**src/rtl/vram_pkg.sv**
```systemverilog
// Shared types for the VRAM arbiter: FSM states, grant kinds and the controller address width.
package vram_pkg;
  localparam int MC_ADDR_W = 23;

  typedef enum logic [2:0] {IDLE, ISSUE, WAIT_HI, WAIT_LO, DONE} arb_state_t;
  typedef enum logic [1:0] {GNT_NONE, GNT_VDP, GNT_HR, GNT_REF} grant_t;
endpackage

```
**src/rtl/vram_arbiter_refresh_scheduler.sv**
```systemverilog
// Refresh credit generator: one credit every REFRESH_INTERVAL clocks, debt saturating at 7.
module refresh_scheduler #(
  parameter int REFRESH_INTERVAL = 840,
  parameter int MAX_PENDING      = 4
) (
  input  logic       clk,
  input  logic       reset,
  input  logic       consume,
  output logic [2:0] debt,
  output logic       urgent,
  output logic       pending
);
  localparam int CNT_W = (REFRESH_INTERVAL > 1) ? $clog2(REFRESH_INTERVAL) : 1;

  logic [CNT_W-1:0] cnt;
  logic             credit;

  assign credit = (cnt == CNT_W'(REFRESH_INTERVAL - 1));

  // A credit and a consume landing together cancel out.
  always_ff @(posedge clk) begin
    if (reset) begin
      cnt  <= '0;
      debt <= '0;
    end else begin
      cnt <= credit ? '0 : cnt + CNT_W'(1);
      if (credit && !consume && debt != 3'd7)
        debt <= debt + 3'd1;
      else if (consume && !credit && debt != 3'd0)
        debt <= debt - 3'd1;
    end
  end

  assign urgent  = (debt >= 3'(MAX_PENDING));
  assign pending = (debt != 3'd0);
endmodule

```
**src/rtl/vram_arbiter.sv**
```systemverilog
// Sequences the single memory_controller port between VDP byte accesses, high-res 32-bit
// fetches and refresh, using a req/ack handshake per client.
module vram_arbiter
  import vram_pkg::*;
#(
  parameter int REFRESH_INTERVAL = 840,
  parameter int MAX_PENDING      = 4
) (
  input  logic                 clk,
  input  logic                 reset,
  input  logic                 vdp_req,
  input  logic                 vdp_we,
  input  logic [16:0]          vdp_addr,
  input  logic [7:0]           vdp_wdata,
  output logic [7:0]           vdp_rdata,
  output logic                 vdp_ack,
  input  logic                 hr_req,
  input  logic [16:0]          hr_addr,
  output logic [31:0]          hr_rdata,
  output logic                 hr_ack,
  output logic                 mc_read,
  output logic                 mc_write,
  output logic                 mc_refresh,
  output logic [MC_ADDR_W-1:0] mc_addr,
  output logic [15:0]          mc_din,
  output logic [1:0]           mc_wdm,
  input  logic [15:0]          mc_dout,
  input  logic [31:0]          mc_dout32,
  input  logic                 mc_busy,
  output logic [2:0]           refresh_debt,
  output arb_state_t           dbg_state
);
  // Handshake: a client raises req and holds it (with its fields) until it sees a 1-cycle
  // ack; read data is valid in the ack cycle. A req still high after ack is a new request.

  arb_state_t           state, state_nxt;
  grant_t               grant, gnt_nxt;
  logic                 consume, urgent, pending;
  logic                 lat_we, lat_hi;
  logic [MC_ADDR_W-1:0] lat_addr;
  logic [15:0]          lat_din;
  logic [1:0]           lat_wdm;
  logic                 issue;

  refresh_scheduler #(
    .REFRESH_INTERVAL(REFRESH_INTERVAL),
    .MAX_PENDING     (MAX_PENDING)
  ) u_refresh (
    .clk    (clk),
    .reset  (reset),
    .consume(consume),
    .debt   (refresh_debt),
    .urgent (urgent),
    .pending(pending)
  );

  always_comb begin
    state_nxt = state;
    gnt_nxt   = GNT_NONE;
    consume   = 1'b0;
    case (state)
      IDLE: begin
        if (!mc_busy) begin
          if (urgent)       gnt_nxt = GNT_REF;
          else if (hr_req)  gnt_nxt = GNT_HR;
          else if (vdp_req) gnt_nxt = GNT_VDP;
          else if (pending) gnt_nxt = GNT_REF;
          if (gnt_nxt != GNT_NONE) state_nxt = ISSUE;
        end
      end
      ISSUE:   state_nxt = WAIT_HI;
      WAIT_HI: if (mc_busy)  state_nxt = WAIT_LO;
      WAIT_LO: if (!mc_busy) state_nxt = DONE;
      DONE: begin
        state_nxt = IDLE;
        consume   = (grant == GNT_REF);
      end
      default: state_nxt = IDLE;
    endcase
  end

  always_ff @(posedge clk) begin
    if (reset) begin
      state     <= IDLE;
      grant     <= GNT_NONE;
      lat_we    <= 1'b0;
      lat_hi    <= 1'b0;
      lat_addr  <= '0;
      lat_din   <= '0;
      lat_wdm   <= '0;
      vdp_rdata <= '0;
      hr_rdata  <= '0;
    end else begin
      state <= state_nxt;
      // Request fields are frozen here; later changes by the client are ignored.
      if (state == IDLE && state_nxt == ISSUE) begin
        grant <= gnt_nxt;
        case (gnt_nxt)
          GNT_VDP: begin
            lat_we   <= vdp_we;
            lat_hi   <= vdp_addr[0];
            lat_addr <= {7'b0, vdp_addr[16:1]};
            lat_din  <= {vdp_wdata, vdp_wdata};
            lat_wdm  <= {~vdp_addr[0], vdp_addr[0]};
          end
          GNT_HR: begin
            lat_we   <= 1'b0;
            lat_hi   <= 1'b0;
            lat_addr <= {6'b0, hr_addr};
            lat_din  <= '0;
            lat_wdm  <= 2'b00;
          end
          default: begin
            lat_we   <= 1'b0;
            lat_hi   <= 1'b0;
            lat_addr <= '0;
            lat_din  <= '0;
            lat_wdm  <= 2'b00;
          end
        endcase
      end
      if (state == WAIT_LO && !mc_busy) begin
        if (grant == GNT_VDP && !lat_we) vdp_rdata <= lat_hi ? mc_dout[15:8] : mc_dout[7:0];
        if (grant == GNT_HR)             hr_rdata  <= mc_dout32;
      end
    end
  end

  assign issue      = (state == ISSUE);
  assign mc_read    = issue && ((grant == GNT_VDP && !lat_we) || grant == GNT_HR);
  assign mc_write   = issue && grant == GNT_VDP && lat_we;
  assign mc_refresh = issue && grant == GNT_REF;
  assign mc_addr    = issue ? lat_addr : '0;
  assign mc_din     = issue ? lat_din : '0;
  assign mc_wdm     = issue ? lat_wdm : 2'b00;
  assign vdp_ack    = (state == DONE) && (grant == GNT_VDP);
  assign hr_ack     = (state == DONE) && (grant == GNT_HR);
  assign dbg_state  = state;
endmodule

```
**config.mk**
```make
export PLATFORM = sky130hd
export DESIGN_NAME = vram_arbiter
export DESIGN_NICKNAME = d
export VERILOG_FILES = /design/src/rtl/vram_pkg.sv /design/src/rtl/vram_arbiter_refresh_scheduler.sv /design/src/rtl/vram_arbiter.sv
export SDC_FILE = /design/constraint.sdc
export NUM_CORES = 1
export LEC_CHECK = 0
export CORE_ASPECT_RATIO = 0.9
export CORE_MARGIN = 4
export CORE_UTILIZATION = 40
export DETAILED_ROUTE_END_ITERATION = 16
export PLACE_DENSITY_LB_ADDON = 0.08
export REMOVE_ABC_BUFFERS = 1
export SLEW_MARGIN = 5
export SYNTH_ARGS = -nofsm -noshare
export SYNTH_HDL_FRONTEND = slang
export SYNTH_HIERARCHICAL = 1
export SYNTH_SLANG_ARGS = --single-unit
```
**constraint.sdc**
```tcl
create_clock -name clk -period 8.04 [get_ports clk]
set_clock_uncertainty 0.1 [all_clocks]
set_input_delay 1.608 -clock clk [delete_from_list [all_inputs] [get_ports clk]]
set_output_delay 1.608 -clock clk [all_outputs]
set_load 0.05 [all_outputs]
```
==> flow_metrics.tcl <==
set metrics [dict create \
    outcome "finished, final reports clean" \
    p_leak_uw 0.00205 \
    worst_pin_slew_ns 1.23 \
    cts_sinks 86 \
    fp.dieH_um 105 \
    critPathCapture "lat_addr[14]" \
    drv_slew 0 \
    critical_path_peak_fanout 27 \
    vdd_ir_drop_max_mv 0.117 \
    routed_wl_um 12600 \
    cp.required_ns 8.20 \
    ys_top_cells_by_area "dfxtp_1, a21oi_1, o21ai_0" \
    seq_area_frac_synth 0.412 \
    hold_class "reg2reg" \
    drc 0 \
    layout.cells.non_filler 769 \
    synthDominantCellAreaShare 0.412 \
    start_kind "primary input" \
    dp.cells 753 \
    cts-htree-levels 3 \
    initial_core_util 0.409 \
    hold_viol 0 \
    syn_area_per_cell_um2 8.37 \
    worst_slack_ns 3.45 \
    synth_cell_type_count 48 \
    crit_start "mc_busy" \
    p_total_uw 1020 \
    power_per_cell_area_nw_per_um2 165 \
    path_clk_slew_ns 0.06 \
    root_buffer "clkbuf_16" \
    nNetsFinal 735 \
    end_kind "flip-flop" \
    ys_warn_count 6 \
    num_rows 35 \
    gp_congestion 0.753 \
    cts.repair.resized 0 \
    drtIter0Drc 377 \
    fin_crit_ns 4.59 \
    port-buffer-count 181 \
    r2r-end "lat_addr[14]" \
    async_reset_ff_frac 0 \
    cts_buffer_depth 2 \
    arrival_ns 4.74 \
    place_area_um2 5890 \
    reg2reg_slack_ns 4.91 \
    yosysMostFrequentCell "dfxtp_1" \
    fin_tns_setup_ns 0 \
    rr_worst_depth 6 \
    critPathKind "in2reg" \
    fin_crit_sh 0.571 \
    timing.fmax_ghz 0.218 \
    stdcell_area_um2 6220 \
    grt_start_max_net_pins 84 \
    grt_antenna_before_repair 0 \
    timing.rr.start "dbg_state[2]" \
    grt_usage 0.204 \
    cts_setup_buffers 0 \
    syn_inst 499 \
    synth_common_cells "dfxtp_1, a21oi_1, o21ai_0" \
    dr.pass1.iters 5 \
    synth_top_cell_by_area "dfxtp_1" \
    grt_overflow 0 \
    dp_hpwl_um 8430 \
    wl_per_cell_um 16.4 \
    vias 4121 \
    cts_tree "done" \
    pre_cts_ws_ns 3.11 \
    slew_headroom 0.179 \
    layout-drive-gt1-share 0.0516 \
    io_pins 188 \
    core_um2 10200 \
    grt_pass1_vias 3939 \
    synth_edf_count 0 \
    area_growth_pct 49.0 \
    setup_viol 0 \
    max_cap_violations 0 \
    viasPerCell 5.36 \
    fillers 936 \
    grt_first_pass_wirelength_um 20000 \
    synth_flop_cell "dfxtp_1" \
    n_antenna_cell 0 \
    die_w_um 116 \
    rsz0062_at_grt "false" \
    syn-cell-area_um2 4180 \
    drtAntennaViolNets 0 \
    die_area_um2 12100 \
    cts_hold_buf 0 \
    cts_buffers 9 \
    synth_seq_cells 86 \
    worst_skew_pair.late_latency_ns 0.34 \
]
flip-flops by register name, summed over array words and instances (netlist names):
name and count:
hr_rdata 32, lat_addr 17, u_refresh/cnt 10, lat_din 8, vdp_rdata 8, dbg_state 3
u_refresh/debt 3, grant 2, lat_wdm 2, lat_we 1
critical path, cell delays in order:
cell and delay (ns):
clkdlybuf4s50_1 0.55, nor4_4 0.86, o21a_1 0.22, ha_1 0.79, a22oi_1 0.14, or4_1 0.43, a21oi_1 0.14
logic make-up after synthesis:
family / Yosys count / share of synthesized area
muxes: 12 / 0.0294
other: 1 / 0.000898
AOI/OAI and AO/OA: 165 / 0.219
adders and majority gates: 4 / 0.0138
buffers and inverters: 70 / 0.0830
DFF: 86 / 0.412
and+or+nand+nor: 154 / 0.227
xor gates and xnor gates: 7 / 0.0147
worst min path at each step:
stage | start | endpoint | slack [ns] | cells past startpoint
2_1_floorplan | u_refresh/cnt[0] | u_refresh/cnt[0] | 0.33 | 1
3_3_place_gp | u_refresh/cnt[0] | u_refresh/cnt[0] | 0.34 | 1
3_5_place_dp | u_refresh/cnt[0] | u_refresh/cnt[0] | 0.36 | 1
4_1_cts | u_refresh/cnt[0] | u_refresh/cnt[0] | 0.37 | 1
5_1_grt | lat_addr[6] | lat_addr[6] | 0.39 | 2
6_report | u_refresh/cnt[0] | u_refresh/cnt[0] | 0.36 | 1
metrics by stage:
step                hold slack (ns)   util
finish                        0.359  0.610
global route                  0.386  0.610
CTS                           0.370  0.610
detailed placement            0.357  0.577
global placement              0.337  0.577
floorplan                     0.326      -
where the power goes:
group          total [uW]  internal, uW  switching, uW
Clock                 457           283            174
Sequential            437           431           6.48
Combinational         130          60.1           70.3
Total                1020           774            251
placed cells by master (no fill, tap or decap), types with 12 or more instances in the layout:
cell type,n
a21oi_1,71
a22oi_1,17
and2_1,29
clkdlybuf4s50_1,180
dfxtp_1,86
nand3_1,35
nand4_1,12
nor2_1,20
o21ai_0,61
or4_1,17
layer usage:
layer | vias to the layer above | track usage | wire length, um
li1 | 2064 | - | -
met1 | 1940 | 0.266 | 5460
met2 | 107 | 0.338 | 6230
met3 | 10 | 0.0533 | 776
met4 | 0 | 0.0439 | 133
met5 | - | 0 | 0
final cells by class:
type	instances	area, um^2	area share
multi-input cells	348	2150	0.346
repair buffers	185	1840	0.295
flip-flops and latches	86	1720	0.277
clock buffers	10	239	0.0384
well taps	129	161	0.0259
clock inverters	6	93.8	0.0151
inverters	5	18.8	0.00302
No activity file was read; power rests on OpenSTA's default activity.
